--- config.mk ---
export PLATFORM = sky130hd
export DESIGN_NAME = time_entry
export DESIGN_NICKNAME = d
export VERILOG_FILES = /design/src/rtl/microwave_pkg.sv /design/src/rtl/bcd_entry_shift.sv /design/src/rtl/time_entry.sv
export SDC_FILE = /design/constraint.sdc
export NUM_CORES = 1
export LEC_CHECK = 0
export BUFFER_PORTS_ARGS = -buffer_cell sky130_fd_sc_hd__clkbuf_2
export CORE_ASPECT_RATIO = 1.4
export CORE_MARGIN = 2
export CORE_UTILIZATION = 52
export CTS_BUF_LIST = sky130_fd_sc_hd__clkbuf_16
export CTS_CLUSTER_SIZE = 28
export DETAILED_ROUTE_END_ITERATION = 6
export PLACE_DENSITY = 0.79
export SYNTH_ARGS = -nofsm -noshare
export SYNTH_HDL_FRONTEND = slang
export SYNTH_SLANG_ARGS = --single-unit
export TNS_END_PERCENT = 20
--- constraint.sdc ---
create_clock -name clk -period 2.8 [get_ports clk]
set_input_delay 0.42 -clock clk [delete_from_list [all_inputs] [get_ports clk]]
set_output_delay 0.42 -clock clk [all_outputs]
set_load 0.005 [all_outputs]
--- src/rtl/microwave_pkg.sv ---
// Shared types and constants for the microwave timer front end.
// Holds the controller state encoding and BCD entry limits.
package microwave_pkg;

    typedef enum logic [2:0] {
        IDLE,
        LOAD,
        RUN,
        PAUSE,
        DONE
    } state_e;

    localparam logic [3:0] BCD_MAX        = 4'd9;
    localparam logic [3:0] SEC_TENS_MAX   = 4'd5;
    localparam logic [3:0] CLAMP_SEC_ONES = 4'd9;

endpackage

--- src/rtl/bcd_entry_shift.sv ---
// Four-digit MM:SS entry buffer with left-shift digit entry,
// clear, and seconds clamp applied when a countdown is launched.
module bcd_entry_shift
    import microwave_pkg::*;
(
    input  logic       clk_i,
    input  logic       rst_ni,
    input  logic       shift_i,
    input  logic [3:0] digit_i,
    input  logic       clear_i,
    input  logic       clamp_i,
    output logic [3:0] min_tens_o,
    output logic [3:0] min_ones_o,
    output logic [3:0] sec_tens_o,
    output logic [3:0] sec_ones_o
);

    logic [3:0] mt_q, mt_d;
    logic [3:0] mo_q, mo_d;
    logic [3:0] st_q, st_d;
    logic [3:0] so_q, so_d;

    always_comb begin
        mt_d = mt_q;
        mo_d = mo_q;
        st_d = st_q;
        so_d = so_q;
        if (clear_i) begin
            mt_d = '0;
            mo_d = '0;
            st_d = '0;
            so_d = '0;
        end else if (clamp_i) begin
            if (st_q > SEC_TENS_MAX) begin
                st_d = SEC_TENS_MAX;
                so_d = CLAMP_SEC_ONES;
            end
        end else if (shift_i && (digit_i <= BCD_MAX)) begin
            // Non-BCD key codes never reach the buffer.
            mt_d = mo_q;
            mo_d = st_q;
            st_d = so_q;
            so_d = digit_i;
        end
    end

    always_ff @(posedge clk_i or negedge rst_ni) begin
        if (!rst_ni) begin
            mt_q <= '0;
            mo_q <= '0;
            st_q <= '0;
            so_q <= '0;
        end else begin
            mt_q <= mt_d;
            mo_q <= mo_d;
            st_q <= st_d;
            so_q <= so_d;
        end
    end

    assign min_tens_o = mt_q;
    assign min_ones_o = mo_q;
    assign sec_tens_o = st_q;
    assign sec_ones_o = so_q;

endmodule

--- src/rtl/time_entry.sv ---
// Keypad front end: collects MM:SS digits, loads the down-counter
// chain, gates its enable and reports completion.
module time_entry
    import microwave_pkg::*;
#(
    parameter int unsigned DONE_CYCLES = 3
) (
    input  logic       clk,
    input  logic       clrn,
    input  logic [3:0] digit,
    input  logic       digit_valid,
    input  logic       start,
    input  logic       stop,
    input  logic       chain_zero,
    output logic [3:0] min_tens,
    output logic [3:0] min_ones,
    output logic [3:0] sec_tens,
    output logic [3:0] sec_ones,
    output logic       loadn,
    output logic       en,
    output logic       done,
    output logic       busy
);

    state_e     state_q, state_d;
    logic [3:0] cnt_q, cnt_d;
    logic       loadn_q, en_q, done_q, busy_q;
    logic       shift, clear, clamp, nz;

    assign nz = |{min_tens, min_ones, sec_tens, sec_ones};

    always_comb begin
        state_d = state_q;
        cnt_d   = cnt_q;
        shift   = 1'b0;
        clear   = 1'b0;
        clamp   = 1'b0;
        unique case (state_q)
            IDLE: begin
                if (start && nz) begin
                    state_d = LOAD;
                    clamp   = 1'b1;
                end else if (stop) begin
                    clear = 1'b1;
                end else if (digit_valid && !start) begin
                    shift = 1'b1;
                end
            end
            LOAD: state_d = RUN;
            RUN: begin
                if (chain_zero) begin
                    state_d = DONE;
                    cnt_d   = 4'(DONE_CYCLES);
                end else if (stop) begin
                    state_d = PAUSE;
                end
            end
            PAUSE: begin
                if (start) begin
                    state_d = RUN;
                end else if (stop) begin
                    state_d = IDLE;
                    clear   = 1'b1;
                end
            end
            DONE: begin
                if (cnt_q <= 4'd1) begin
                    state_d = IDLE;
                    clear   = 1'b1;
                end else begin
                    cnt_d = cnt_q - 4'd1;
                end
            end
            default: state_d = IDLE;
        endcase
    end

    // Outputs are registered from the next state so they line up with it.
    always_ff @(posedge clk or negedge clrn) begin
        if (!clrn) begin
            state_q <= IDLE;
            cnt_q   <= '0;
            loadn_q <= 1'b1;
            en_q    <= 1'b0;
            done_q  <= 1'b0;
            busy_q  <= 1'b0;
        end else begin
            state_q <= state_d;
            cnt_q   <= cnt_d;
            loadn_q <= (state_d != LOAD);
            en_q    <= (state_d == RUN);
            done_q  <= (state_d == DONE);
            busy_q  <= (state_d == LOAD) || (state_d == RUN)
                    || (state_d == PAUSE);
        end
    end

    assign loadn = loadn_q;
    assign en    = en_q;
    assign done  = done_q;
    assign busy  = busy_q;

    bcd_entry_shift u_buf (
        .clk_i      (clk),
        .rst_ni     (clrn),
        .shift_i    (shift),
        .digit_i    (digit),
        .clear_i    (clear),
        .clamp_i    (clamp),
        .min_tens_o (min_tens),
        .min_ones_o (min_ones),
        .sec_tens_o (sec_tens),
        .sec_ones_o (sec_ones)
    );

endmodule
# --- Yosys cells after proc, flatten, opt, wreduce, memory -nomap -nowiden ---
# Cells that the tools add are included.
classes:
  add_sub_neg: 1
  order_cmp: 3
  n_eq_ne: 13
  mux: 35
  n_reduce_logical: 14
op_table:
  columns: ["cell", "count"]
  rows:
  - ["$mux W4", 16]
  - ["$mux W3", 6]
  - ["$reduce_or A16 Y1", 1]
  - ["$pmux W3 S5", 1]
  - ["$eq A3 B2 Y1 const B", 4]
  - ["$mux W1", 10]
  - ["$pmux W4 S2", 1]
  - ["$eq A3 B1 Y1 const B", 2]
  - ["$eq A3 B3 Y1 const B", 2]
  - ["$ne A2 B2 Y1 const B", 3]
  - ["$gt A4 B3 Y1 const B", 1]
  - ["$le A4 B1 Y1 const B", 1]
  - ["$le A4 B4 Y1 const B", 1]
  - ["$reduce_and A2 Y1", 2]
  - ["$reduce_bool A2 Y1", 2]
  - ["$sub A4 B1 Y4 const B", 1]
  - ["$logic_and A1 B1 Y1", 3]
  - ["$logic_not A3 Y1", 1]
  - ["$ne A3 B1 Y1 const B", 1]
  - ["$ne A3 B2 Y1 const B", 1]
  - ["$pmux W1 S3", 1]
  - ["$reduce_and A3 Y1", 1]
  - ["$reduce_bool A3 Y1", 1]
  - ["$logic_or A1 B1 Y1", 2]
  - ["$logic_not A1 Y1", 1]
word_totals:
  reg_bits: 27
  input_bits: 10
  out_inout_bits: 20
  wordCells: 76

# --- Longest topological paths before layout ---
# Gate-level depths: netlist of run 1.
logic_depth:
  word_depth: 10
  mapped_depth: 7
  mapped_depth_nobuf: 7

# --- Cells and area by module ---
# Synthesis of run 1 repeated with hierarchy kept, for this count alone.
unflattened:
  hier_cells: 112
  hier_area_um2: 1313.8
modules_own_cells:
  columns: ["mod", "instances", "cells_per_inst", "area_each_um2", "seq_area_each_um2"]
  rows:
  - ["bcd_entry_shift", 1, 53, 709.4, 400.4]
  - ["time_entry", 1, 59, 604.3, 276.5]

# --- Least setup slack after synthesis of run 1 ---
# No wires, ideal clock.
synth_timing:
  path_type: "register to register"
  startpoint: "reg u_buf.so_q[0], in the netlist u_buf.sec_ones_o[0]"
  endpoint: "reg u_buf.so_q[0], in the netlist u_buf.sec_ones_o[0]"
  t_arrival_ns: 1.891
  t_required_ns: 2.675
  path_slack_ns: 0.785
  stages_incl_launch_ff: 6
  path_buffers: 0
  synth_period_minus_slack_ns: 2.015
  path_cell_list: "dfrtp_1 -> nor4_1 -> a41oi_2 -> o31a_1 -> o21ai_4 -> mux2_2"
synth_between:
  elab_chain_len: 7
  elab_cells_between_ends: 14
  cone_classes: "eq/ne (1); mux (8); reduce/logical (5)"
synth_lines:
  columns: ["item", "line_no", "text"]
  rows:
  - ["start: declaration", "bcd_entry_shift.sv:21", "logic [3:0] so_q, so_d;"]
  - ["start signal: assignment", "bcd_entry_shift.sv:52", "so_q <= '0;"]
  - ["start signal: assignment", "bcd_entry_shift.sv:57", "so_q <= so_d;"]
  - ["$reduce_or A16 Y1 (*)", "time_entry.sv:30", "assign nz = |{min_tens, min_ones, sec_tens, sec_ones};"]
  - ["$logic_and A1 B1 Y1 (*)", "time_entry.sv:40", "if (start && nz) begin"]
  - ["parallel branches: the longest is 5 deep, another holds $pmux W1 S3", null, null]
# Mark *: on every way between the ends.
# A chain may end at the register's enable or synchronous reset.

# --- Worst setup path in the final report of run 1 ---
layout_timing:
  startpoint: "reg u_buf.so_q[1], in the netlist u_buf.sec_ones_o[1]"
  endpoint: "reg u_buf.so_q[3], in the netlist u_buf.sec_ones_o[3]"
# Same word-level chain as after synthesis.

==> results of run 1 <==
-- report_power, final --
group,switching [W],internal [W],total [W]
Clock,0.000131,0.000193,0.000324
Combinational,0.000372,0.000359,0.000731
Sequential,0.000159,0.000550,0.000709
Total,0.000662,0.00110,0.00176
-- critical path: stages (launching register included) --
cell,delay [ns]
dfrtp_1,0.42
nor4_1,0.36
a41oi_2,0.26
o31a_1,0.36
o21ai_4,0.29
mux2_2,0.38
-- final cells by class --
| cell class | count | area, sq um | area share, % |
|---|---|---|---|
| multi-input cells | 79 | 569.3 | 37.02 |
| inverters | 8 | 30.03 | 1.953 |
| repair buffers | 30 | 152.6 | 9.927 |
| clock inverters | 1 | 5.005 | 0.3255 |
| well taps | 23 | 28.78 | 1.871 |
| clock buffers | 3 | 75.07 | 4.882 |
| flip-flops and latches | 27 | 676.9 | 44.02 |
-- cell families (layout without fill, tap and decap cells) --
kind of cell | Yosys count | in the layout | synth area share (%)
buf+inv | 10 | 42 | 2.924
simple gates | 39 | 39 | 17.35
fa+ha+maj | 2 | 2 | 1.949
compound gates | 27 | 27 | 16.28
xor+xnor | 2 | 2 | 1.365
mux | 9 | 9 | 7.407
flops | 27 | 27 | 52.73
-- flip-flops by register name, indices dropped and copies added, names as in the netlist --
signal	cells
u_buf.sec_ones_o	4
busy	1
cnt_q	4
en	1
state_q	3
loadn	1
u_buf.sec_tens_o	4
done	1
u_buf.min_ones_o	4
u_buf.min_tens_o	4
-- layer usage --
layer | vias to the layer above | share of wire [%]
met2 | 32 | 54
met1 | 517 | 39
met5 | - | 0
li1 | 488 | -
met4 | 0 | 2.9
met3 | 8 | 3.3
-- path summary, 6_finish.rpt --
check	startpoint	endpoint	slack, ns	depth (start not counted)
hold reg to reg	state_q[2]$_DFF_PN0_	state_q[1]$_DFF_PN0_	0.52	1
hold / removal	clrn	u_buf.min_ones_o[0]$_DFFE_PN0P_	0.18	1
min in group clk	digit[1]	u_buf.sec_ones_o[1]$_DFFE_PN0P_	0.40	3
setup / recovery	u_buf.sec_ones_o[1]$_DFFE_PN0P_	u_buf.sec_ones_o[3]$_DFFE_PN0P_	0.61	5
setup reg to reg	u_buf.sec_ones_o[1]$_DFFE_PN0P_	u_buf.sec_ones_o[3]$_DFFE_PN0P_	0.61	5
max in group asynchronous	clrn	state_q[1]$_DFF_PN0_	2.19	1
-- synth_stat cells, drive strengths merged (4+ instances only) --
cell type and instances:
nand2 5, mux2i 5, inv 8, o21ai 6
a22o 8, nand4 4, nor2 8, nor4 5
nor3 6, dfrtp 26, mux2 4, a21oi 6
-- stage by stage --
stage	power (W)	area, sq um
after floorplan	0.001179	1284
after global placement	0.001409	1458
after detailed placement	0.001441	1458
after CTS	0.001771	1538
after global routing	0.001895	1538
final	0.001763	1538
==> metrics.txt, run 1 <==
First-pass DRT Iterations 4; all-layer global routing usage 21.24%; synth unique cells 33; clk_lat worst skew between 0.2 and 0.3 ns; wire per inst ~16 microns; synthesized flop and latch total 27; largest net degree at the start of global routing 28; P_leak 0.7675 nW; syn_area_per_cell 11.07 sq um; post-route insts no fill 171; CTS clock-pin slew for the worst setup and hold paths 0.07 ns; status finished clean; Data arrival, critical path about 2.3 ns; GR Util met1 23.67%; Setup crit end kind flip-flop; top post-synthesis cells by area dfrtp_1 51%, a22o_1 5.5%, mux2i_1 3.9%; Starting Density between 50% and 60%; Most Used Layer, Global Route met2; Clock Tree Buf Depth 2; Max IR drop VDD 0.5450 mV; Least-Margin Pin Slew 0.6664 ns; DIE HEIGHT 62.79 microns; Seq/Total Area, Yosys a little over half; Post-synth EDFFs 0; die area between 2000 and 3000 sq um; post-synth top area share 50.68%; drt via density between 6 and 7; Core ar. 2365 sq um; Crit Path Class reg -> reg; first-pass GRT wire length 4505 microns; Place WS 0.6487 ns; CTS Sinks 27; min cycle time layout 2.192 ns; via count between 1000 and 1500; setup TNS 0 ns; Final nets 161; Yosys top cell by area dfrtp_1; share of layout cells above drive strength 1 31.08%; hold slack ~0.18 ns; antenna fix cells 0; Layout fillers ~180; TritonCTS clock tree yes; RSZ-0062 raised after global routing no; GR Util met2 a little over a third; Port Buffers 29; CTS H-Tree Depth 1; initial antenna violation count 0; max_cap viols 0; Primary FF master, synth dfrtp_1; PostCTS Resize Cnt 0; Max Freq ~460 MHz; Setup crit start kind flip-flop; commonest non-fill, non-tap cells in the layout 29 x clkbuf_2, 26 x dfrtp_1, 8 x inv_1, 8 x nor2_1, 8 x a22o_1; I/O pin total 30; Slew headroom between 50 and 60%; Placer Congestion 0.7967; hold buffers post-CTS 0; Mapped Nets ~130; Worst Setup Slack, final 0.6082 ns; number of global-route vias before repair 1055; Clock Skew 0.006109 ns; Root Buffer clkbuf_16; yosys warns 0; WL final roughly 2800 microns; commonest non-fill, non-tap cell in the layout clkbuf_2; crit-path max FO 8; Final Slew Violations 0; # placed instances 167; P&R area growth vs syn 19.79%; post-route ant nets 0; Post-Syn Instances 116; final setup vio count 0; Die X 45.99 microns; iteration-0 DRC count of the detailed router 28; Residual DRC 0; WP data required 2.95 ns; met3 GRT Util 2.890%; Row Count 21; ys async rst share 100.0%; final hold violations 0; Setup Buffers After CTS 0; PD cells 1147 nW/um^2; fin util 65.03%; Post-Syn Area 1284 sq um; Final HPWL DP 2013 microns; GR Overflow Total 0; CTS buffer count 3; Worst Hold Class in -> async; crit share post-route 78.28%
Power figures use the tool's default switching activity.
==> run 2: changes to the inputs <==
--- a/config.mk
+++ b/config.mk
@@ -8,11 +8,11 @@
 export BUFFER_PORTS_ARGS = -buffer_cell sky130_fd_sc_hd__clkbuf_2
 export CORE_ASPECT_RATIO = 1.4
 export CORE_MARGIN = 2
-export CORE_UTILIZATION = 52
+export CORE_UTILIZATION = 47
 export CTS_BUF_LIST = sky130_fd_sc_hd__clkbuf_16
 export CTS_CLUSTER_SIZE = 28
 export DETAILED_ROUTE_END_ITERATION = 6
-export PLACE_DENSITY = 0.79
+export PLACE_DENSITY = 0.75
 export SYNTH_ARGS = -nofsm -noshare
 export SYNTH_HDL_FRONTEND = slang
 export SYNTH_SLANG_ARGS = --single-unit
==> constraint.sdc (replaced) <==
create_clock -name clk -period 1.9 [get_ports clk]
set_input_delay 0.285 -clock clk [delete_from_list [all_inputs] [get_ports clk]]
set_output_delay 0.285 -clock clk [all_outputs]
set_load 0.005 [all_outputs]
==> metrics.txt, run 2 (synthesis gave the netlist of run 1 again) <==
Place WS -0.05785 ns (was 0.6487 ns); final hold violations 0 (unchanged); Row Count 22 (was 21); antenna fix cells 0 (unchanged); max_cap viols 0 (unchanged); commonest non-fill, non-tap cells in the layout 29 x clkbuf_2, 26 x dfrtp_1, 23 x buf_4 (was 29 x clkbuf_2, 26 x dfrtp_1, 8 x inv_1, 8 x nor2_1, 8 x a22o_1); Clock Skew 0.003150 ns (was 0.006109 ns); post-route ant nets 0 (unchanged); first-pass GRT wire length 5306 microns (was 4505 microns); status finished with violations (was finished clean); Max Freq 518.4 MHz (was 456.3 MHz); Clock Tree Buf Depth 2 (unchanged); I/O pin total 30 (unchanged); via count 1179 (was 1045); Final Slew Violations 0 (unchanged); Worst Hold Class in -> async (unchanged); Port Buffers 29 (unchanged); wire per inst 16.46 microns (was 16.26 microns); largest net degree at the start of global routing 28 (unchanged); P&R area growth vs syn 38.30% (was 19.79%); Max IR drop VDD 0.9766 mV (was 0.5450 mV); CTS buffer count 3 (unchanged); Layout fillers 202 (was 183); WP data required 2.04 ns (was 2.95 ns); Placer Congestion 0.7635 (was 0.7967); Final nets 184 (was 161); Slew headroom 54.77% (was 55.57%); Root Buffer clkbuf_16 (unchanged); CTS H-Tree Depth 1 (unchanged); Tot Pwr 0.003050 W (was 0.001763 W); WL final 3407 microns (was 2780 microns); Worst Setup Slack, final -0.02911 ns (was 0.6082 ns); failing checks setup timing; PD cells 1718 nW/um^2 (was 1147 nW/um^2); setup TNS -0.1116 ns (was 0 ns); cell count of the worst reg-to-reg path 5 (unchanged); commonest non-fill, non-tap cell in the layout clkbuf_2 (unchanged); P_leak 0.9020 nW (was 0.7675 nW); TritonCTS clock tree yes (unchanged); crit share post-route 101.5% (was 78.28%); Final HPWL DP 2429 microns (was 2013 microns); drt via density 5.696 (was 6.111); hold buffers post-CTS 0 (unchanged); Setup crit start kind flip-flop (unchanged); clk_lat worst skew 0.26 ns (about the same); all-layer global routing usage 24.15% (was 21.24%); Crit Path Class reg -> reg (unchanged); final setup vio count 5 (was 0); share of layout cells above drive strength 1 42.69% (was 31.08%); Setup crit end kind flip-flop (unchanged); Residual DRC 0 (unchanged); CTS clock-pin slew for the worst setup and hold paths 0.06 ns (was 0.07 ns); DIE HEIGHT 65.84 microns (was 62.79 microns); iteration-0 DRC count of the detailed router 40 (was 28); Starting Density 49.09% (was 54.29%); number of global-route vias before repair 1153 (was 1055); die area 3171 sq um (was 2888 sq um); GR Overflow Total 0 (unchanged); Least-Margin Pin Slew 0.6785 ns (was 0.6664 ns); CTS Sinks 27 (unchanged); crit-path max FO 6 (was 8); Die X 48.17 microns (was 45.99 microns); Data arrival, critical path 2.07 ns (was 2.34 ns); RSZ-0062 raised after global routing yes (was no); Core ar. 2615 sq um (was 2365 sq um); First-pass DRT Iterations 4 (unchanged); flop2flop setup slack -0.03 ns (was 0.61 ns); min cycle time layout 1.929 ns (was 2.192 ns); initial antenna violation count 0 (unchanged)
-- run 2: area by class of cell --
class	instances	area (sq um)	share of cell area, %
Sequential cell	27	676.9	38.13
Timing Repair Buffer	53	329.1	18.53
Clock buffer	3	75.07	4.228
Clock inverter	1	3.754	0.2114
Multi-Input combinational cell	79	615.6	34.67
Inverter	8	30.03	1.691
Tap cell	36	45.04	2.537
-- run 2: critical path: stages, from the launching register on --
cell and delay (ns):
dfrtp_1 0.42, nor4_4 0.31, a41oi_2 0.16, o31a_1 0.30
o21ai_4 0.25, mux2_2 0.37
-- run 2: final timing paths --
path / endpoint / start
hold / removal: u_buf.min_ones_o[1]$_DFFE_PN0P_ / clrn
hold reg to reg: state_q[1]$_DFF_PN0_ / state_q[2]$_DFF_PN0_
setup reg to reg: u_buf.sec_ones_o[0]$_DFFE_PN0P_ / u_buf.min_ones_o[2]$_DFFE_PN0P_
max in group asynchronous: u_buf.sec_ones_o[1]$_DFFE_PN0P_ / clrn
setup / recovery: u_buf.sec_ones_o[0]$_DFFE_PN0P_ / u_buf.min_ones_o[2]$_DFFE_PN0P_
min in group clk: u_buf.sec_ones_o[1]$_DFFE_PN0P_ / digit[1]
-- run 2: power by group --
group	switching [W]	internal, W	total, W
Clock	0.000187	0.000282	0.000468
Combinational	0.000745	0.000822	0.00157
Sequential	0.000205	0.000810	0.00102
Total	0.00114	0.00191	0.00305
-- run 2: through the flow --
| step | hold slack, ns | instance area (sq um) | util (%) | cells |
|---|---|---|---|---|
| after floorplan | -0.01059 | 1296 | - | 116 |
| after global placement | 0.3366 | 1644 | 62.87 | 201 |
| after detailed placement | 0.3514 | 1644 | 62.87 | 201 |
| after CTS | 0.07454 | 1758 | 67.22 | 207 |
| after global routing | 0.1000 | 1775 | 67.89 | 207 |
| final | 0.05038 | 1775 | 67.89 | 207 |
-- run 2: repair_timing --
action / 4_1_cts / 5_1_grt
resized for setup: 5 / 2
endpoints found under the setup margin: 8 / 8
pin swaps: 3 / 3
gates cloned: 0 / 0
setup buffers: 2 / 0
endpoints found under the hold margin: 0 / 0
-- run 2: metal layers --
metal  vias to the layer above  wire length [microns]  track usage, %
met4                         0                     45           12.50
met3                         6                    115           3.005
li1                        541                      -               -
met1                       585                   1253           24.96
met5                         -                      0               0
met2                        47                   1993           43.59
